[src/rtl/seg7_scan_driver_if.sv]
// Bus between the datapath and the 7-segment scan driver: load/shadow inputs
// from the master, display pins and status back from the driver.
interface seg7_if #(
    parameter int N_DIGITS = 4
);
    logic                    load;
    logic [4*N_DIGITS-1:0]   digits_in;
    logic [N_DIGITS-1:0]     dp_in;
    logic [6:0]              seg;
    logic                    dp;
    logic [N_DIGITS-1:0]     an;
    logic                    frame_tick;
    logic                    pending;

    modport master (
        output load, digits_in, dp_in,
        input  seg, dp, an, frame_tick, pending
    );

    modport slave (
        input  load, digits_in, dp_in,
        output seg, dp, an, frame_tick, pending
    );
endinterface

[src/rtl/seg7_scan_driver.sv]
// Time-multiplexed N-digit hex 7-segment driver with ghost-guard cycles,
// leading-zero blanking and frame-synchronous shadow loading.
module seg7_scan_driver #(
    parameter int N_DIGITS       = 4,
    parameter int DIV            = 1000,
    parameter bit SEG_ACTIVE_LOW = 1'b0,
    parameter bit BLANK_LZ       = 1'b1
) (
    input  logic   clk,
    input  logic   rst_n,
    seg7_if.slave  bus
);
    localparam int                  CNT_W    = $clog2(DIV);
    localparam int                  IDX_W    = (N_DIGITS > 1) ? $clog2(N_DIGITS) : 1;
    localparam logic [CNT_W-1:0]    CNT_LAST = CNT_W'(DIV - 1);
    localparam logic [IDX_W-1:0]    IDX_LAST = IDX_W'(N_DIGITS - 1);
    localparam logic [N_DIGITS-1:0] AN_OFF   = {N_DIGITS{1'b1}};
    localparam logic [N_DIGITS-1:0] AN_ONE0  = N_DIGITS'(1);
    localparam logic [6:0]          SEG_POL  = {7{SEG_ACTIVE_LOW}};
    localparam logic                DP_POL   = SEG_ACTIVE_LOW;

    typedef enum logic {
        PH_GUARD = 1'b0,
        PH_DRIVE = 1'b1
    } phase_t;

    phase_t                  r_phase;
    logic [CNT_W-1:0]        r_cnt;
    logic [IDX_W-1:0]        r_idx;
    logic [4*N_DIGITS-1:0]   r_shadow_dig;
    logic [N_DIGITS-1:0]     r_shadow_dp;
    logic [4*N_DIGITS-1:0]   r_active_dig;
    logic [N_DIGITS-1:0]     r_active_dp;
    logic                    r_pending;
    logic                    r_frame_tick;
    logic [N_DIGITS-1:0]     r_an;
    logic [6:0]              r_seg;
    logic                    r_dp;

    logic [N_DIGITS-1:0]     w_blank;
    logic [3:0]              w_nib;
    logic                    w_cur_dp;
    logic                    w_cur_blank;
    logic                    w_slot_end;
    logic                    w_boundary;

    function automatic logic [6:0] decode(input logic [3:0] nib);
        case (nib)
            4'h0:    decode = 7'h7E;
            4'h1:    decode = 7'h30;
            4'h2:    decode = 7'h6D;
            4'h3:    decode = 7'h79;
            4'h4:    decode = 7'h33;
            4'h5:    decode = 7'h5B;
            4'h6:    decode = 7'h5F;
            4'h7:    decode = 7'h70;
            4'h8:    decode = 7'h7F;
            4'h9:    decode = 7'h7B;
            4'hA:    decode = 7'h77;
            4'hB:    decode = 7'h1F;
            4'hC:    decode = 7'h4E;
            4'hD:    decode = 7'h3D;
            4'hE:    decode = 7'h4F;
            4'hF:    decode = 7'h47;
            default: decode = 7'h00;
        endcase
    endfunction

    assign w_nib       = r_active_dig[4*int'(r_idx) +: 4];
    assign w_cur_dp    = r_active_dp[r_idx];
    assign w_cur_blank = w_blank[r_idx];
    assign w_slot_end  = (r_cnt == CNT_LAST);
    assign w_boundary  = w_slot_end && (r_idx == IDX_LAST);

    // Leading-zero run from the top digit down; a lit dp ends the run, digit 0 always shows.
    always_comb begin : blank_calc
        logic v_run;
        v_run   = 1'b1;
        w_blank = '0;
        for (int i = N_DIGITS - 1; i >= 0; i--) begin
            v_run = v_run & (r_active_dig[4*i +: 4] == 4'h0) & ~r_active_dp[i];
            if ((i > 0) && BLANK_LZ) begin
                w_blank[i] = v_run;
            end else begin
                w_blank[i] = 1'b0;
            end
        end
    end

    // Scan counters, slot phase and registered pin drive.
    always_ff @(posedge clk or negedge rst_n) begin
        if (!rst_n) begin
            r_cnt   <= '0;
            r_idx   <= '0;
            r_phase <= PH_GUARD;
            r_an    <= AN_OFF;
            r_seg   <= SEG_POL;
            r_dp    <= DP_POL;
        end else begin
            if (w_slot_end) begin
                r_cnt   <= '0;
                r_idx   <= (r_idx == IDX_LAST) ? '0 : r_idx + IDX_W'(1);
                r_phase <= PH_GUARD;
            end else begin
                r_cnt   <= r_cnt + CNT_W'(1);
                r_phase <= PH_DRIVE;
            end

            if ((r_phase == PH_GUARD) || w_cur_blank) begin
                r_an  <= AN_OFF;
                r_seg <= SEG_POL;
                r_dp  <= DP_POL;
            end else begin
                r_an  <= ~(AN_ONE0 << r_idx);
                r_seg <= decode(w_nib) ^ SEG_POL;
                r_dp  <= w_cur_dp ^ DP_POL;
            end
        end
    end

    // Shadow capture and frame-boundary transfer; a load on the boundary bypasses the shadow wait.
    always_ff @(posedge clk or negedge rst_n) begin
        if (!rst_n) begin
            r_shadow_dig <= '0;
            r_shadow_dp  <= '0;
            r_active_dig <= '0;
            r_active_dp  <= '0;
            r_pending    <= 1'b0;
            r_frame_tick <= 1'b0;
        end else begin
            if (bus.load) begin
                r_shadow_dig <= bus.digits_in;
                r_shadow_dp  <= bus.dp_in;
            end else begin
                r_shadow_dig <= r_shadow_dig;
                r_shadow_dp  <= r_shadow_dp;
            end

            if (w_boundary) begin
                r_frame_tick <= 1'b1;
                r_pending    <= 1'b0;
                if (bus.load) begin
                    r_active_dig <= bus.digits_in;
                    r_active_dp  <= bus.dp_in;
                end else if (r_pending) begin
                    r_active_dig <= r_shadow_dig;
                    r_active_dp  <= r_shadow_dp;
                end else begin
                    r_active_dig <= r_active_dig;
                    r_active_dp  <= r_active_dp;
                end
            end else begin
                r_frame_tick <= 1'b0;
                r_pending    <= r_pending | bus.load;
            end
        end
    end

    assign bus.an         = r_an;
    assign bus.seg        = r_seg;
    assign bus.dp         = r_dp;
    assign bus.frame_tick = r_frame_tick;
    assign bus.pending    = r_pending;
endmodule
[src/flat_wrapper.sv]
// flat-port wrapper written by rule: the top's interface ports become plain ports
module seg7_scan_driver_flat 
#(
    parameter int N_DIGITS       = 4,
    parameter int DIV            = 1000,
    parameter bit SEG_ACTIVE_LOW = 1'b0,
    parameter bit BLANK_LZ       = 1'b1
)
  (clk, rst_n, bus_load, bus_digits_in, bus_dp_in, bus_seg, bus_dp, bus_an, bus_frame_tick, bus_pending);
  seg7_if #(.N_DIGITS(N_DIGITS)) bus_i ();
  input  logic clk;
  input  logic rst_n;
  input wire logic [$bits(bus_i.load)-1:0] bus_load;
  input wire logic [$bits(bus_i.digits_in)-1:0] bus_digits_in;
  input wire logic [$bits(bus_i.dp_in)-1:0] bus_dp_in;
  output wire logic [$bits(bus_i.seg)-1:0] bus_seg;
  output wire logic [$bits(bus_i.dp)-1:0] bus_dp;
  output wire logic [$bits(bus_i.an)-1:0] bus_an;
  output wire logic [$bits(bus_i.frame_tick)-1:0] bus_frame_tick;
  output wire logic [$bits(bus_i.pending)-1:0] bus_pending;
  assign bus_i.load = bus_load;
  assign bus_i.digits_in = bus_digits_in;
  assign bus_i.dp_in = bus_dp_in;
  assign bus_seg = bus_i.seg;
  assign bus_dp = bus_i.dp;
  assign bus_an = bus_i.an;
  assign bus_frame_tick = bus_i.frame_tick;
  assign bus_pending = bus_i.pending;
  seg7_scan_driver #(.N_DIGITS(N_DIGITS), .DIV(DIV), .SEG_ACTIVE_LOW(SEG_ACTIVE_LOW), .BLANK_LZ(BLANK_LZ)) u_core (.clk(clk), .rst_n(rst_n), .bus(bus_i));
endmodule
[config.mk]
export PLATFORM = sky130hd
export DESIGN_NAME = seg7_scan_driver_flat
export DESIGN_NICKNAME = d
export VERILOG_FILES = /design/src/rtl/seg7_scan_driver_if.sv /design/src/rtl/seg7_scan_driver.sv /design/src/flat_wrapper.sv
export SDC_FILE = /design/constraint.sdc
export NUM_CORES = 1
export LEC_CHECK = 0
export CAP_MARGIN = 0
export CORE_MARGIN = 3
export CORE_UTILIZATION = 59
export CTS_CLUSTER_SIZE = 10
export DETAILED_ROUTE_END_ITERATION = 8
export PLACE_DENSITY = 0.82
export SYNTH_ARGS = -nofsm -noshare
export SYNTH_HDL_FRONTEND = slang
export SYNTH_SLANG_ARGS = --single-unit
[constraint.sdc]
create_clock -name clk -period 5.3 [get_ports clk]
set_input_delay 1.06 -clock clk [delete_from_list [all_inputs] [get_ports clk]]
set_output_delay 1.06 -clock clk [all_outputs]
set_load 0.005 [all_outputs]
==> results.yml <==
worst_hold_path:
  min_path_type: "reg2reg"
  holdCritStartpoint: "u_core.r_cnt[0]"
  whs_path_depth: 1
  min_to: "u_core.r_cnt[0]"
routing:
  detail-route-antenna-nets: 0
  num_vias: 1876
  top_layer_used: "met4"
  routed_wl_um: 5240
  wl_met1_um: 2330
  dr.pass1.iters: 4
  routed-wl-met2_um: 2580
  remaining_drc_errors: 0
  wl_per_cell_um: 15.3
  first_iter_violations: 74
  via_per_inst: 5.47
  wl_met3_um: 244
outcome:
  status: "finished, final reports clean"
worst_setup_path:
  path_buf_inv: 2
  critPathTopFamily: "buffers and inverters"
  reg2reg_slack_ns: 2.73
  cp.required_ns: 5.52
  start_kind: "input pin"
  worst_path_largest_cell_delay_ns: 1.05
  arrival_ns: 3.09
  crit_chain: "clkdlybuf4s50_1, nor2_1, nor3_2, buf_4, mux2_2"
  timing.rr.start: "u_core.r_idx[1]"
  critical_path_class: "in2reg"
  worst-path-max-fanout: 21
  end_kind: "flop"
  crit_slowest_cell: "clkdlybuf4s50_1"
  reg2regPathDepth: 4
  reg2reg_to: "u_core.bus.seg[3]"
cts:
  cts_tree: "built"
  numCtsBuffers: 9
  post_cts_resized: 0
  path_clk_slew_ns: 0.07
  cts.root.buffer_cell: "clkbuf_8"
  clockBufferDepth: 2
  clock_latency_ns: 0.34
  h-tree-depth: 3
  cts_num_sinks: 67
  cts_hold_buf: 0
  post_cts_buffers: 0
die:
  start_util_pct: 62.3
  core_mm2: 0.00485
  rows: 25
  io_pins: 37
  dieArea_mm2: 0.00601
  die_w_um: 77.6
  die_h_um: 77.6
placed_design:
  place_area_mm2: 0.00343
  routabilityCongestion: 0.826
  post-place-ws_ns: 2.04
  dp.cells: 327
  numPortBuffers: 36
  dp_hpwl_um: 3650
cells_and_area:
  fin_util_pct: 74.5
  fin_nets: 304
  n_antenna_cell: 0
  final_cells: 343
  synthToLayoutAreaGrowth_pct: 19.5
  drive_gt1_share_pct: 25.0
  design_area_mm2: 0.00361
job:
  drv_cap: 0
yosys:
  synth-main-ff-cell: "dfrtp_1"
  synth.area.mux_share_pct: 20.8
  synth_common_cells: "63 x dfrtp_1, 37 x mux2_2, 14 x nor2_1"
  synth-xor-area-share_pct: 1.74
  synth_top_family_by_area: "multiplexers"
  yosysUniqueCellTypes: 38
  postSynthNetCount: 263
  synth_fa_ha_area_share_pct: 4.14
  synth_area_mm2: 0.00302
  ys_warn_count: 0
  synth_area_leaders: "dfrtp_1 52%, mux2_2 14%, ha_1 4.1%"
  synth_simple_gate_area_share_pct: 8.57
  synth_compound_area_share_pct: 6.42
  async_flop_share_pct: 100
  synth_edf_count: 0
  yosysTopAreaCellShare_pct: 52.2
  synth_area_leader_cell: "dfrtp_1"
  synth_cells: 230
  ys_seq_area_share_pct: 55.7
  synth_seq_cells: 67
  synth_most_common_cell: "dfrtp_1"
  syn_area_per_cell_um2: 13.1
power:
  vdd_ir_drop_max_uv: 278
  p_leak_nw: 1.52
  clock_power_share_pct: 38.3
  pwr_density_cell_mw_per_mm2: 284
  switching_share_pct: 21.9
  pwr-share-comb_pct: 8.4
  seq_power_share_pct: 53.2
  switchingPower_uw: 224
  totalPowerFinal_mw: 1.03
  intPower_uw: 802
sta:
  finalSetupTns_ns: 0
  worst_slack_ns: 2.43
  tightest_slew_ns: 0.920
  hold_viol: 0
  maxSlewHeadroom_pct: 36.9
  setup_viol: 0
  worst_clock_skew_ns: 0.0120
  fin_crit_sh_pct: 54.2
  rsz0062_at_grt: "false"
  whs_ns: 0.481
  fin_crit_ns: 2.87
  timing.fmax_ghz: 0.348
  maxSlewViolCount: 0
grt:
  gr-usage-all-layers_pct: 20.2
  grt_overflow: 0
  grt_pass1_vias: 1915
  grt_first_pass_wirelength_um: 9380
  grt_start_max_net_pins: 68
  antenna_found_initial: 0
==> how the worst max path moves through the flow <==
stage                     startpoint  cells after the start                       to  slack, ns
after floorplan             bus_load                      3  u_core.r_active_dig[12]       3.14
after global placement      bus_load                      5   u_core.r_active_dig[2]       2.09
after detailed placement    bus_load                      5   u_core.r_active_dig[1]       2.04
after CTS                   bus_load                      5   u_core.r_active_dig[1]       2.40
after global routing        bus_load                      5   u_core.r_active_dig[1]       2.23
final                       bus_load                      5   u_core.r_active_dig[1]       2.43
==> layout by cell type (no fill, tap or decap), types with 2 or more instances in the layout <==
master,count
nor3_1,7
a311oi_1,3
mux2_1,6
dfstp_2,4
o211ai_1,3
inv_1,8
nand3_1,4
clkbuf_1,4
xor2_1,3
ha_1,10
inv_2,2
a221oi_1,3
mux4_2,5
a21oi_1,4
clkinv_2,2
mux2i_1,3
nor2b_1,2
nor2_1,14
nor3_2,2
xnor2_1,3
buf_4,2
clkdlybuf4s50_1,35
or3_1,2
mux2_2,37
nand2_1,10
clkbuf_8,9
dfrtp_1,63
o21ai_0,12
==> power groups by stage <==
| stage | clock (mW) | combinational [mW] | sequential, mW |
|---|---|---|---|
| 2_1_floorplan | 0 | 0.0450 | 0.553 |
| 3_3_place_gp | 0 | 0.0855 | 0.554 |
| 3_5_place_dp | 0 | 0.0878 | 0.556 |
| 4_1_cts | 0.401 | 0.0884 | 0.546 |
| 5_1_grt | 0.424 | 0.0961 | 0.549 |
| 6_report | 0.393 | 0.0865 | 0.546 |
==> final cells by class <==
type,instances,area (µm²)
multi-input cells,145,1260
clock inverters,3,40.0
repair buffers,38,370
inverters,10,37.5
fillers,340,1240
clock buffers,13,139
flip-flops and latches,67,1680
well taps,67,83.8
==> layer usage <==
layer	up-vias	global-route usage, %
met5	-	0
met4	0	8.19
met3	8	6.26
met2	37	32.6
met1	925	25.5
li1	906	-
==> kinds of logic (layout without fill, tap and decap cells) <==
family | count (synthesis) | after routing
AOI/OAI and AO/OA | 29 | 29
xor gates and xnor gates | 6 | 6
adders and majority gates | 10 | 10
buffers and inverters | 18 | 64
DFF | 67 | 67
muxes | 51 | 51
and+or+nand+nor | 49 | 49
==> state kept, by name, summed over array words and instances (netlist names), 2 cells and up <==
signal / flops
u_core.r_active_dig: 16
u_core.r_shadow_dig: 16
u_core.r_cnt: 10
u_core.bus.seg: 7
u_core.bus.an: 4
u_core.r_active_dp: 4
u_core.r_shadow_dp: 4
u_core.r_idx: 2
Note: power is estimated with default switching activity, not from simulation.
